$ cat src/rtl/mem_entry_ctrl.sv
// mem_entry_ctrl: front-panel entry for CPU address latch and data RAM.
// Syncs/debounces btn_addr and btn_write, latches addr/data from sw_in,
// one wr_en pulse per write press. Optional AUTO_INC_EN: addr+1 after write.
// Ports: clk, rst (async high), btn_addr, btn_write, sw_in -> addr,
// data_out, wr_en, busy.
module mem_entry_ctrl #(
  parameter int unsigned WORD_SIZE       = 8,
  parameter int unsigned ADDR_WIDTH      = 8,
  parameter int unsigned DEBOUNCE_CYCLES = 16
) (
  input  logic                  clk,
  input  logic                  rst,
  input  logic                  btn_addr,
  input  logic                  btn_write,
  input  logic [WORD_SIZE-1:0]  sw_in,
  output logic [ADDR_WIDTH-1:0] addr,
  output logic [WORD_SIZE-1:0]  data_out,
  output logic                  wr_en,
  output logic                  busy
);

  localparam int unsigned CW = $clog2(DEBOUNCE_CYCLES + 1);
  localparam logic [CW-1:0] CNT_LAST = CW'(DEBOUNCE_CYCLES - 1);

  typedef enum logic [1:0] {
    IDLE     = 2'd0,
    WRITE    = 2'd1,
    WAIT_REL = 2'd2
  } state_t;

  // index 0: address button, index 1: write button
  logic [1:0]    raw;
  logic [1:0]    sync1;
  logic [1:0]    sync2;
  logic [1:0]    deb;
  logic [1:0]    deb_q;
  logic [CW-1:0] cnt [2];
  logic          addr_press;
  logic          wr_press;

  state_t                  state;
  state_t                  state_d;
  logic [ADDR_WIDTH-1:0]   addr_d;
  logic [WORD_SIZE-1:0]    data_d;

  assign raw = {btn_write, btn_addr};

  always_ff @(posedge clk or posedge rst) begin
    if (rst) begin
      sync1  <= '0;
      sync2  <= '0;
      deb    <= '0;
      deb_q  <= '0;
      cnt[0] <= '0;
      cnt[1] <= '0;
    end else begin
      sync1 <= raw;
      sync2 <= sync1;
      deb_q <= deb;
      for (int b = 0; b < 2; b++) begin
        if (sync2[b] != deb[b]) begin
          // toggle on the edge the count would reach DEBOUNCE_CYCLES
          if (cnt[b] == CNT_LAST) begin
            deb[b] <= ~deb[b];
            cnt[b] <= '0;
          end else begin
            cnt[b] <= cnt[b] + CW'(1);
          end
        end else begin
          cnt[b] <= '0;
        end
      end
    end
  end

  assign addr_press = deb[0] & ~deb_q[0];
  assign wr_press   = deb[1] & ~deb_q[1];

  always_comb begin
    state_d = state;
    addr_d  = addr;
    data_d  = data_out;
    unique case (state)
      IDLE: begin
        if (addr_press) begin
          addr_d = sw_in[ADDR_WIDTH-1:0];
        end else if (wr_press) begin
          data_d  = sw_in;
          state_d = WRITE;
        end
      end
      WRITE: begin
        state_d = WAIT_REL;
`ifdef AUTO_INC_EN
        addr_d = addr + ADDR_WIDTH'(1);
        if (addr_press) begin
          addr_d = sw_in[ADDR_WIDTH-1:0];
        end
`endif
      end
      WAIT_REL: begin
        if (!deb[1]) begin
          state_d = IDLE;
        end
      end
      default: state_d = IDLE;
    endcase
  end

  // outputs registered from the next state so they track state exactly
  always_ff @(posedge clk or posedge rst) begin
    if (rst) begin
      state    <= IDLE;
      addr     <= '0;
      data_out <= '0;
      wr_en    <= 1'b0;
      busy     <= 1'b0;
    end else begin
      state    <= state_d;
      addr     <= addr_d;
      data_out <= data_d;
      wr_en    <= (state_d == WRITE);
      busy     <= (state_d != IDLE);
    end
  end

endmodule

$ cat config.mk
export PLATFORM = sky130hd
export DESIGN_NAME = mem_entry_ctrl
export DESIGN_NICKNAME = d
export VERILOG_FILES = /design/src/rtl/mem_entry_ctrl.sv
export SDC_FILE = /design/constraint.sdc
export NUM_CORES = 1
export LEC_CHECK = 0
export CAP_MARGIN = 15
export CORE_MARGIN = 2
export CORE_UTILIZATION = 54
export CTS_CLUSTER_DIAMETER = 150
export DETAILED_ROUTE_END_ITERATION = 16
export DONT_BUFFER_PORTS = 1
export PLACE_DENSITY = 0.82
export RECOVER_POWER = 100
export SETUP_SLACK_MARGIN = 0.4
export SYNTH_ARGS = -nofsm -noshare
export SYNTH_HDL_FRONTEND = slang
export SYNTH_SLANG_ARGS = --single-unit
$ cat constraint.sdc
create_clock -name clk -period 1.4 [get_ports clk]
set_input_delay 0.14 -clock clk [delete_from_list [all_inputs] [get_ports clk]]
set_output_delay 0.14 -clock clk [all_outputs]
set_load 0.03 [all_outputs]
==> metrics.txt, run 1 <==
Leakage Power=slightly below 0.9 nW; Post-synth EDFFs=0; M1 WL=between 900 and 1000 um; global placement routability congestion=0.671; run status=complete, no violations; drt pass-1 iters=3; sequential-to-total area share from yosys stat=0.674; CTS Sinks=38; final worst path period share=0.919; Clk Latency, worst-skew pair=between 0.3 and 0.4 ns; clock root buffer=clkbuf_4; Power Density=between 1000 and 1500 nW/um2; Primary FF master, synth=dfrtp_1; diode count=0; WP data arrival=1.52 ns; upper clock frequency limit=~800 MHz; Syn. warnings=0; PortBufs=0; core area=around 2500 um2; Worst Hold Path Cells=1; FF+latch count, synth=38; setup_tns=0 ns; antenna violations before repair=0; Hold Path End=sync1[1]; Final Skew=between 0.01 and 0.015 ns; multi-input logic area=515 um2; die area=around 3000 um2; final global-route overflow total=0; WL per Instance=around 19 um; cell area after synthesis=between 1000 and 1500 um2; Routed Antenna Nets=0; CTS buffer count=5; syn nets=between 100 and 150; Reg2Reg Depth=4; Reg area=~950 um2; Synth Instances=between 90 and 100; data required time of the worst path=roughly 1.6 ns; Post-Layout Cell Count=155; CTS Buffer Depth=2; RSZ-0062 raised after global routing=yes; Reg2Reg Capture Point=deb[1]; fin nets=between 100 and 150; fillers=165; worst-path maximum fanout=3; vias in the first global route=889; drt initial violations=7; DP HPWL=between 1000 and 1500 um; Ports=30; initial core utilization=0.569; Via density=around 5.4; DR vias=844; Die Span Y=approximately 55 um; post-synthesis cell type count=16; WL final=a little under 3000 um; placed insts=between 100 and 150; largest net degree at the start of global routing=39; clk slew on worst S/H paths=roughly 0.11 ns; relative slew slack=0.416; chip width=about 55 um; TritonCTS clock tree=built; Layout Utilization=0.731; worst min-delay path category=input port to flip-flop; critical path startpoint category=flip-flop; H-tree depth=2; # setup viols final=0; Residual DRC=0; area added between synthesis and finish=28.4%; Worst Max-Slew Pin Slew=between 0.8 and 0.9 ns; total global-route track usage=0.216; first-pass GRT wire length=4150 um; Min Hold Slack=about 0.35 ns; share of async-settable or async-resettable flops after synthesis=1.00; Worst setup EP type=flip-flop; Slew Limit Fails=0; synthesized area per cell=roughly 15 um2; uppermost layer routed=met4; Final Hold Viols=0; max cap viols=0; layout cell share with drive strength beyond 1=0.384; Setup CP Type=flip-flop to flip-flop; worst reg2reg startpoint=cnt[1]; WL met2=around 1700 um; top post-synthesis cells by area=dfrtp_1, mux2_2, xor2_1; fin crit period=about 1.3 ns; top-area cell type share of the netlist area=0.674; internal reg-to-reg setup slack=around 0.11 ns; Hold Startpoint=btn_write; area leader, netlist=dfrtp_1; met3 routed WL=~120 um; worst vdd ir=approximately 0.0011 V; # rows=18
final cells by class:
type	count	area share
Clock inverter	1	0.00276
Clock buffer	7	0.0304
Inverter	4	0.00898
Timing Repair Buffer	23	0.123
Timing Repair inverter	1	0.00276
Multi-Input combinational cell	51	0.285
Sequential cell	38	0.527
Tap cell	30	0.0207
registers in the layout, indices dropped and copies added, names as in the netlist:
| signal | count |
|---|---|
| addr | 8 |
| busy | 1 |
| cnt | 10 |
| data_out | 8 |
| deb | 2 |
| deb_q | 2 |
| state | 2 |
| sync1 | 2 |
| sync2 | 2 |
| wr_en | 1 |
stage by stage:
stage	instance area, um2	power [W]	worst slack, ns
global placement	1510	0.00127	0.104
global route	1810	0.00200	0.0628
floorplan	1450	0.00126	0.153
detailed placement	1510	0.00128	0.0442
finish	1810	0.00192	0.113
CTS	1760	0.00189	0.118
synth_stat cells (2+ instances only):
cell,instances
inv_1,4
nand3_1,4
nor2_1,8
and2_1,3
o21ai_0,2
xor2_1,6
ha_1,2
dfrtp_1,38
and3_1,2
mux2_2,19
power by group:
part / switching, W / internal (W) / leakage, nW
clock: 0.000356 / 0.000244 / 0.0353
combinational: 0.0000606 / 0.0000680 / 0.342
sequential: 0.0000559 / 0.00113 / 0.495
total: 0.000473 / 0.00144 / 0.872
worst max-delay path by stage:
stage | start | end | slack [ns] | cells after the start
global placement | state[1] | data_out[6] | 0.10 | 3
finish | cnt[1] | deb[1] | 0.11 | 4
CTS | deb_q[0] | addr[6] | 0.12 | 4
floorplan | deb_q[0] | addr[0] | 0.15 | 3
global route | cnt[5] | deb[0] | 0.06 | 4
detailed placement | state[1] | data_out[3] | 0.04 | 3
cells in the final DEF, fill, tap and decap left out, drive strengths merged:
master / count
dfrtp: 38
mux2: 19
dlygate4sd3: 11
buf: 10
nor2: 8
clkbuf: 8
xor2: 6
nand3: 5
and2: 3
inv: 3
nand2b: 2
and3: 2
clkinvlp: 2
ha: 2
o21ai: 2
nor2b: 1
nor3: 1
clkinv: 1
clkdlybuf4s25: 1
cells by family (layout without fill, tap and decap cells):
group / count (synthesis) / count (layout) / share of synthesized area
AO/OA/AOI/OAI: 2 / 2 / 0.00710
XOR/XNOR: 6 / 6 / 0.0373
adder cells (fa/ha/maj): 2 / 2 / 0.0177
buffers and inverters: 5 / 36 / 0.0186
flip-flops: 38 / 38 / 0.674
multiplexers: 19 / 19 / 0.152
AND/OR/NAND/NOR: 22 / 22 / 0.0932
per-layer routing:
layer | vias up | global-route usage
met5 | - | 0
met4 | 0 | 0.110
met3 | 9 | 0.0780
met2 | 23 | 0.393
met1 | 434 | 0.213
li1 | 378 | -
critical path, cell delays in order (launching register included):
cell and delay [ns]:
dfrtp_1 0.38, ha_1 0.25, nand3_4 0.12, nor2_4 0.14
mux2_4 0.30
what timing repair did:
| action | in CTS | in global routing |
|---|---|---|
| pin swaps | 6 | 6 |
| hold buffers | 10 | 1 |
| buffers inserted | 5 | 5 |
| gates resized for setup | 22 | 12 |
| setup endpoints to repair | 46 | 57 |
| hold endpoints to repair | 56 | 2 |
| cloned | 0 | 1 |
Note: power is estimated with default switching activity, not from simulation.
==> inputs of run 2 (changes only) <==
--- a/config.mk
+++ b/config.mk
@@ -6,8 +6,10 @@
 export NUM_CORES = 1
 export LEC_CHECK = 0
 export CAP_MARGIN = 15
+export CELL_PAD_IN_SITES_DETAIL_PLACEMENT = 1
+export CELL_PAD_IN_SITES_GLOBAL_PLACEMENT = 1
 export CORE_MARGIN = 2
-export CORE_UTILIZATION = 54
+export CORE_UTILIZATION = 44
 export CTS_CLUSTER_DIAMETER = 150
 export DETAILED_ROUTE_END_ITERATION = 16
 export DONT_BUFFER_PORTS = 1
==> run 2 against run 1 <==
  * Non-clock buffer count increased by 3
  * Core utilization shrank 9.0 points
  * Global-route usage shrank 2.0 points
  * Worst setup slack got worse by 0.0025 ns
  * Die area grew 21%
  * Sequential power barely moved
  * Combinational power up 10%
  * Critical endpoint is now cnt[9]
  * Largest power group unchanged
  * Highest routed layer unchanged
==> metrics.txt, run 2 (same netlist as run 1, synthesis figures left out) <==
# rows=20 (+2); PortBufs=0 (unchanged); total power draw=0.00228 W (+19%); critical path, cell by cell=clkbuf_4 > buf_6 > buf_6 > xor2_2 > and3_1; Setup CP Type=flip-flop to flip-flop; RSZ-0062 raised after global routing=yes; Worst Hold Path Cells=0 (-1); upper clock frequency limit=776 MHz (-0.19%); fin nets=141 (+2.2%); Most Frequent Cell on Critical Path=buf_6; Biggest register=cnt; clock share of power=0.416 (+0.103); core area=3050 um2 (+23%); Slew Limit Fails=0 (unchanged); final global-route overflow total=0 (unchanged); setup_tns=0 ns (unchanged); Crit-path slowest cell=dfrtp_1; DR vias=873 (+3.4%); critical path startpoint category=flip-flop; Die Span Y=60.6 um (+10%); Clk Latency, worst-skew pair=0.36 ns (about the same); total global-route track usage=0.196 (-0.0196); TritonCTS clock tree=built; CTS Buffer Depth=2 (unchanged); final worst path period share=0.921 (+0.00178); largest delay contributor family on the critical path=flip-flops; Power Density=1170 nW/um2 (+10%); # setup viols final=0 (unchanged); diode count=0 (unchanged); H-tree depth=2 (unchanged); Worst Max-Slew Pin Slew=0.881 ns (+0.00973 ns); Via density=5.08 (-6.8%); initial core utilization=0.462 (-0.107); Place WS=0.0537 ns (+0.00952 ns); Post-Layout Cell Count=172 (+11%); Levels on crit path=5 (+1); Sw Ratio=0.227 (-0.0197); data required time of the worst path=1.70 ns (+0.06 ns); drt pass-1 iters=2 (-1); worst vdd ir=0.000910 V (-17%); Worst setup EP type=flip-flop; Reg area=953 um2 (unchanged); largest net degree at the start of global routing=39 (unchanged); vias in the first global route=945 (+6.3%); fillers=291 (+76%); Final Skew=0.0173 ns (+0.00598 ns); Ports=30 (unchanged); drt initial violations=14 (+7); clk slew on worst S/H paths=0.13 ns (+0.02 ns); CTS Sinks=38 (unchanged); placed cell area=1530 um2 (+1.7%); Residual DRC=0 (unchanged); chip width=60.6 um (+10%); relative slew slack=0.410 (-0.00652); internal power=0.00176 W (+22%); layout cell share with drive strength beyond 1=0.469 (+0.0847); WL per Instance=19.2 um (+3.0%); die area=3670 um2 (+21%); WP data arrival=1.59 ns (+0.07 ns); Leakage Power=0.915 nW (+4.9%); fin crit period=1.29 ns (+0.00249 ns); design area=1960 um2 (+8.0%); worst-path maximum fanout=4 (+1); max cap viols=0 (unchanged); register share of total power=0.522 (-0.098); combinational share of power=0.062 (-0.005); CTS buffer count=5 (unchanged); WL final=3310 um (+14%); most frequent cells in the layout=dfrtp_1, mux2_2, dlygate4sd3_1; area added between synthesis and finish=38.7%; DP HPWL=1730 um (+16%); Bufs and invs on worst path=3 (+3); multi-input logic area=569 um2 (+10%); Switch Pwr=0.000519 W (+9.6%); internal reg-to-reg setup slack=0.11 ns (about the same); Routed Antenna Nets=0 (unchanged); global placement routability congestion=0.735 (+9.5%); first-pass GRT wire length=4880 um (+18%); Worst path max stage delay=0.43 ns (+0.05 ns); placed insts=140 (+12%); Final WS setup=0.111 ns (-0.00249 ns); biggest regs=cnt: 10 flops, addr: 8 flops, data_out: 8 flops; run status=complete, no violations; clock root buffer=clkbuf_4; max FFs per register=10 (unchanged); Reg2Reg Depth=5 (+1); Final Hold Viols=0 (unchanged); commonest non-fill, non-tap cell in the layout=dfrtp_1; antenna violations before repair=0 (unchanged); worst min-delay path category=flip-flop to flip-flop
## run 2: cell count changes in the layout (fill, tap and decap cells not counted), sizes merged
cell,delta
buf,+3
clkbuf,-1
clkdlybuf4s25,-1
bufinv,+2
## run 2: through the flow
stage / hold slack, ns / utilization
4_1_cts: 0.332 / 0.626
3_3_place_gp: 0.171 / 0.502
2_1_floorplan: 0.106 / -
5_1_grt: 0.344 / 0.641
6_report: 0.346 / 0.641
3_5_place_dp: 0.171 / 0.502
## run 2: worst paths after layout
path                           from        to
setup reg to reg             deb[0]    cnt[9]
hold / removal             sync1[1]  sync2[1]
max in group asynchronous       rst  state[1]
hold reg to reg            sync1[1]  sync2[1]
min in group asynchronous       rst  deb_q[0]
setup / recovery             deb[0]    cnt[9]
## run 2: layout make-up
class | count | area share
Multi-Input combinational cell | 51 | 0.291
Timing Repair inverter | 1 | 0.00256
Tap cell | 44 | 0.0282
Timing Repair Buffer | 26 | 0.128
Clock inverter | 3 | 0.0352
Clock buffer | 5 | 0.0192
Sequential cell | 38 | 0.488
Inverter | 4 | 0.00832
## run 2: power groups by stage
stage	clock network (W)	registers (W)	logic, W
after floorplan	0	0.00120	0.0000551
after global placement	0	0.00121	0.0000637
after detailed placement	0	0.00121	0.0000695
after CTS	0.000957	0.00119	0.000119
after global routing	0.00101	0.00120	0.000158
final	0.000949	0.00119	0.000142
## run 2: worst reg2reg max path: stages, from the launching register on
cell and delay (ns):
dfrtp_1 0.43, clkbuf_4 0.15, buf_6 0.11, buf_6 0.12, xor2_2 0.23, and3_1 0.20
## run 2: repair_timing
item                       CTS  global route
cloned                       0             1
pin swaps                    7             8
hold endpoints to repair    56             0
setup endpoints to repair   48            68
hold buffers                11             0
gates resized for setup     39            14
setup buffers                5             7
## run 2: per-layer routing
| metal | track usage | routed length (um) | up-vias |
|---|---|---|---|
| met4 | 0.0807 | 38 | 0 |
| met1 | 0.203 | 1070 | 467 |
| met3 | 0.0640 | 126 | 4 |
| met2 | 0.363 | 2080 | 21 |
| met5 | 0 | 0 | - |
| li1 | - | - | 381 |
==> inputs of run 3 (changes only) <==
--- a/config.mk
+++ b/config.mk
@@ -5,15 +5,16 @@
 export SDC_FILE = /design/constraint.sdc
 export NUM_CORES = 1
 export LEC_CHECK = 0
+export ABC_AREA = 1
 export CAP_MARGIN = 15
 export CELL_PAD_IN_SITES_DETAIL_PLACEMENT = 1
 export CELL_PAD_IN_SITES_GLOBAL_PLACEMENT = 1
 export CORE_MARGIN = 2
-export CORE_UTILIZATION = 44
+export CORE_UTILIZATION = 42
 export CTS_CLUSTER_DIAMETER = 150
 export DETAILED_ROUTE_END_ITERATION = 16
 export DONT_BUFFER_PORTS = 1
-export PLACE_DENSITY = 0.82
+export PLACE_DENSITY = 0.83
 export RECOVER_POWER = 100
 export SETUP_SLACK_MARGIN = 0.4
 export SYNTH_ARGS = -nofsm -noshare
==> constraint.sdc (replaced) <==
create_clock -name clk -period 1.13 [get_ports clk]
set_input_delay 0.113 -clock clk [delete_from_list [all_inputs] [get_ports clk]]
set_output_delay 0.113 -clock clk [all_outputs]
set_load 0.03 [all_outputs]
==> run 3 against run 2 <==
  * Area after synthesis grew 10%
  * Non-clock buffer count grew 3
  * Die area grew 15%
  * Via count grew 45%
  * Critical endpoint is now data_out[3]
  * Largest power group unchanged
==> metrics.txt, run 3 <==
Reg2Reg Capture Point=data_out[3]; worst reg2reg startpoint=state[0]; layout cell share with drive strength beyond 1=0.448 (-0.0203); # rows=22 (+10%); Synth Area in Compound Gates=0.00322 (-0.00388); final global-route overflow total=0 (unchanged); post-synthesis simple-gate area fraction=0.301 (+0.207); area leader, netlist=dfrtp_1; DP HPWL=2440 um (+41%); Reg2Reg Depth=4 (-1); antenna violations before repair=0 (unchanged); RSZ-0062 raised after global routing=yes; worst-path maximum fanout=5 (+1); register share of total power=0.567 (+0.045); clock root buffer=clkbuf_8; Synth Instances=159 (+69%); drt initial violations=30 (+16); Switch Pwr=0.000633 W (+22%); run status=complete, no violations; Clk Latency, worst-skew pair=0.29 ns (-0.07 ns); WL final=4340 um (+31%); biggest regs=cnt: 10 flops, addr: 8 flops, data_out: 8 flops; Final Hold Viols=0 (unchanged); XOR/XNOR Fraction of Synth Area=0.0113 (-0.0260); Place WS=-0.0611 ns (-0.115 ns); max cap viols=0 (unchanged); Slew Limit Fails=0 (unchanged); met3 Resource Use GR=0.0694 (+0.00548); PortBufs=0 (unchanged); most frequent cells in the layout=nand2_1, dfrtp_1, nand2_2; share of async-settable or async-resettable flops after synthesis=1.00 (unchanged); Ports=30 (unchanged); total global-route track usage=0.230 (+0.0341); Final Skew=0.00437 ns (-0.0129 ns); GR Util met2=0.384 (+0.0215); fin nets=209 (+48%); Post-Layout Cell Count=242 (+41%); TritonCTS clock tree=built; CTS buffer count=5 (unchanged); fillers=391 (+34%); GR peak layer=met2; CTS Buffer Depth=2 (unchanged); sequential-to-total area share from yosys stat=0.611 (-0.0634); top-area cell type share of the netlist area=0.611 (-0.0634); final worst path period share=0.983 (+0.0623); drt pass-1 iters=4 (+2); most instantiated cells after synthesis=nand2_1, dfrtp_1, inv_1; global placement routability congestion=0.750 (+2.1%); Setup crit start=state[0]; data required time of the worst path=1.36 ns (-0.34 ns); worst min-delay path category=flip-flop to flip-flop; post-synthesis cell type count=16 (unchanged); # setup viols final=0 (unchanged); Post-synth EDFFs=0 (unchanged); Setup CP Type=flip-flop to flip-flop; chip width=64.9 um (+7.0%); Layout Utilization=0.595 (-0.0458); Crit-path slowest cell=dfrtp_2; first-pass GRT wire length=6980 um (+43%); Residual DRC=0 (unchanged); count leader, synth=nand2_1; FF+latch count, synth=38 (unchanged); WP data arrival=1.34 ns (-0.25 ns); commonest non-fill, non-tap cell in the layout=nand2_1; Leakage Power=0.932 nW (+1.9%); Worst path max stage delay=0.48 ns (+0.05 ns); critical path, cell by cell=nor2_8 > buf_6 > nand4_1 > nand2_1; internal reg-to-reg setup slack=0.02 ns (-0.09 ns); cell area after synthesis=1560 um2 (+10%); max FFs per register=10 (unchanged); Biggest register=cnt; fin crit period=1.11 ns (-0.178 ns); core area=3610 um2 (+18%); worst vdd ir=0.00119 V (+31%); critical path startpoint category=flip-flop; DR vias=1,265 (+45%); Setup crit end=data_out[3]; clk slew on worst S/H paths=0.07 ns (-0.06 ns); H-tree depth=2 (unchanged); Die Span Y=64.9 um (+7.0%); setup_tns=0 ns (unchanged); total power draw=0.00260 W (+14%); largest family of logic cells by synthesized area=simple AND/OR/NAND/NOR gates; internal power=0.00197 W (+12%); Worst Max-Slew Pin Slew=0.503 ns (-0.378 ns); Worst setup EP type=flip-flop; Power Density=1210 nW/um2 (+4.0%); Routed Antenna Nets=0 (unchanged); Primary FF master, synth=dfrtp_1; synthesized area per cell=9.79 um2 (-35%); combinational share of power=0.079 (+0.017); Hold Startpoint=sync1[1]; vias in the first global route=1,422 (+50%); WL per Instance=18.0 um (-6.7%); placed insts=211 (+51%); mux cell area share after synthesis=0 (-0.152); largest net degree at the start of global routing=39 (unchanged); Via density=5.23 (+3.0%); Final WS setup=0.0191 ns (-0.0918 ns); area added between synthesis and finish=37.8%; diode count=0 (unchanged); relative slew slack=0.665 (+0.255); Syn. warnings=0 (unchanged); Post-Synth Adder-Cell Area=0.0161 (-0.00167); top post-synthesis cells by area=dfrtp_1, nand2_1, nand4_1; die area=4210 um2 (+15%); syn nets=173 (+60%); Sw Ratio=0.243 (+0.0160); upper clock frequency limit=900 MHz (+16%); clock share of power=0.354 (-0.062); initial core utilization=0.432 (-0.0302); CTS Sinks=38 (unchanged); GR Util met1=0.268 (+0.0651)
run 3: cells by family (layout without fill, tap and decap cells):
| group | after synthesis | count (layout) |
|---|---|---|
| AND/OR/NAND/NOR | 95 | 97 |
| AO/OA/AOI/OAI | 1 | 1 |
| XOR/XNOR | 2 | 2 |
| adder cells (fa/ha/maj) | 2 | 2 |
| flip-flops | 38 | 38 |
| buffers and inverters | 21 | 54 |
run 3: worst min-delay path by stage:
stage,end,cells past startpoint
finish,sync2[1],0
global route,sync2[1],0
floorplan,addr[0],1
detailed placement,sync2[1],2
CTS,sync2[1],3
global placement,sync1[1],2
run 3: power groups by stage:
stage	clock network, W	registers (W)	logic, W
finish	0.000921	0.00148	0.000206
global route	0.00100	0.00148	0.000228
CTS	0.000931	0.00147	0.000201
detailed placement	0	0.00150	0.000118
global placement	0	0.00149	0.000105
floorplan	0	0.00149	0.0000820
run 3: layer usage:
layer / vias up / share of wire / wire (um)
met1: 651 / 0.38 / 1660
met4: 0 / 0.023 / 100
li1: 578 / - / -
met5: - / 0 / 0
met3: 11 / 0.040 / 173
met2: 25 / 0.55 / 2410
run 3: cell type report:
class	count	area, um2	share of cell area
Sequential cell	38	967	0.451
Multi-Input combinational cell	102	681	0.317
Timing Repair Buffer	29	269	0.125
Inverter	19	85.1	0.0397
Clock buffer	6	82.6	0.0385
Tap cell	48	60.1	0.0280
run 3: worst max-delay path, delay by kind of cell, from the launching register on:
kind          cells  cell delay [ns]
buf+inv           1             0.15
flops             1             0.48
simple gates      3             0.43
run 3: through the flow:
step / instance area (um2) / hold WS, ns
floorplan: 1590 / 0.0791
global placement: 1680 / 0.0393
detailed placement: 1680 / 0.0441
CTS: 2070 / 0.340
global route: 2140 / 0.358
finish: 2140 / 0.354
run 3: timing repair:
action                                 4_1_cts  5_1_grt
hold buffers                                11        0
pin swaps                                   13       23
gates cloned                                 3        0
setup endpoints to repair                   50       51
setup buffers                                9        2
resized for setup                           36       23
endpoints found under the hold margin       56        0
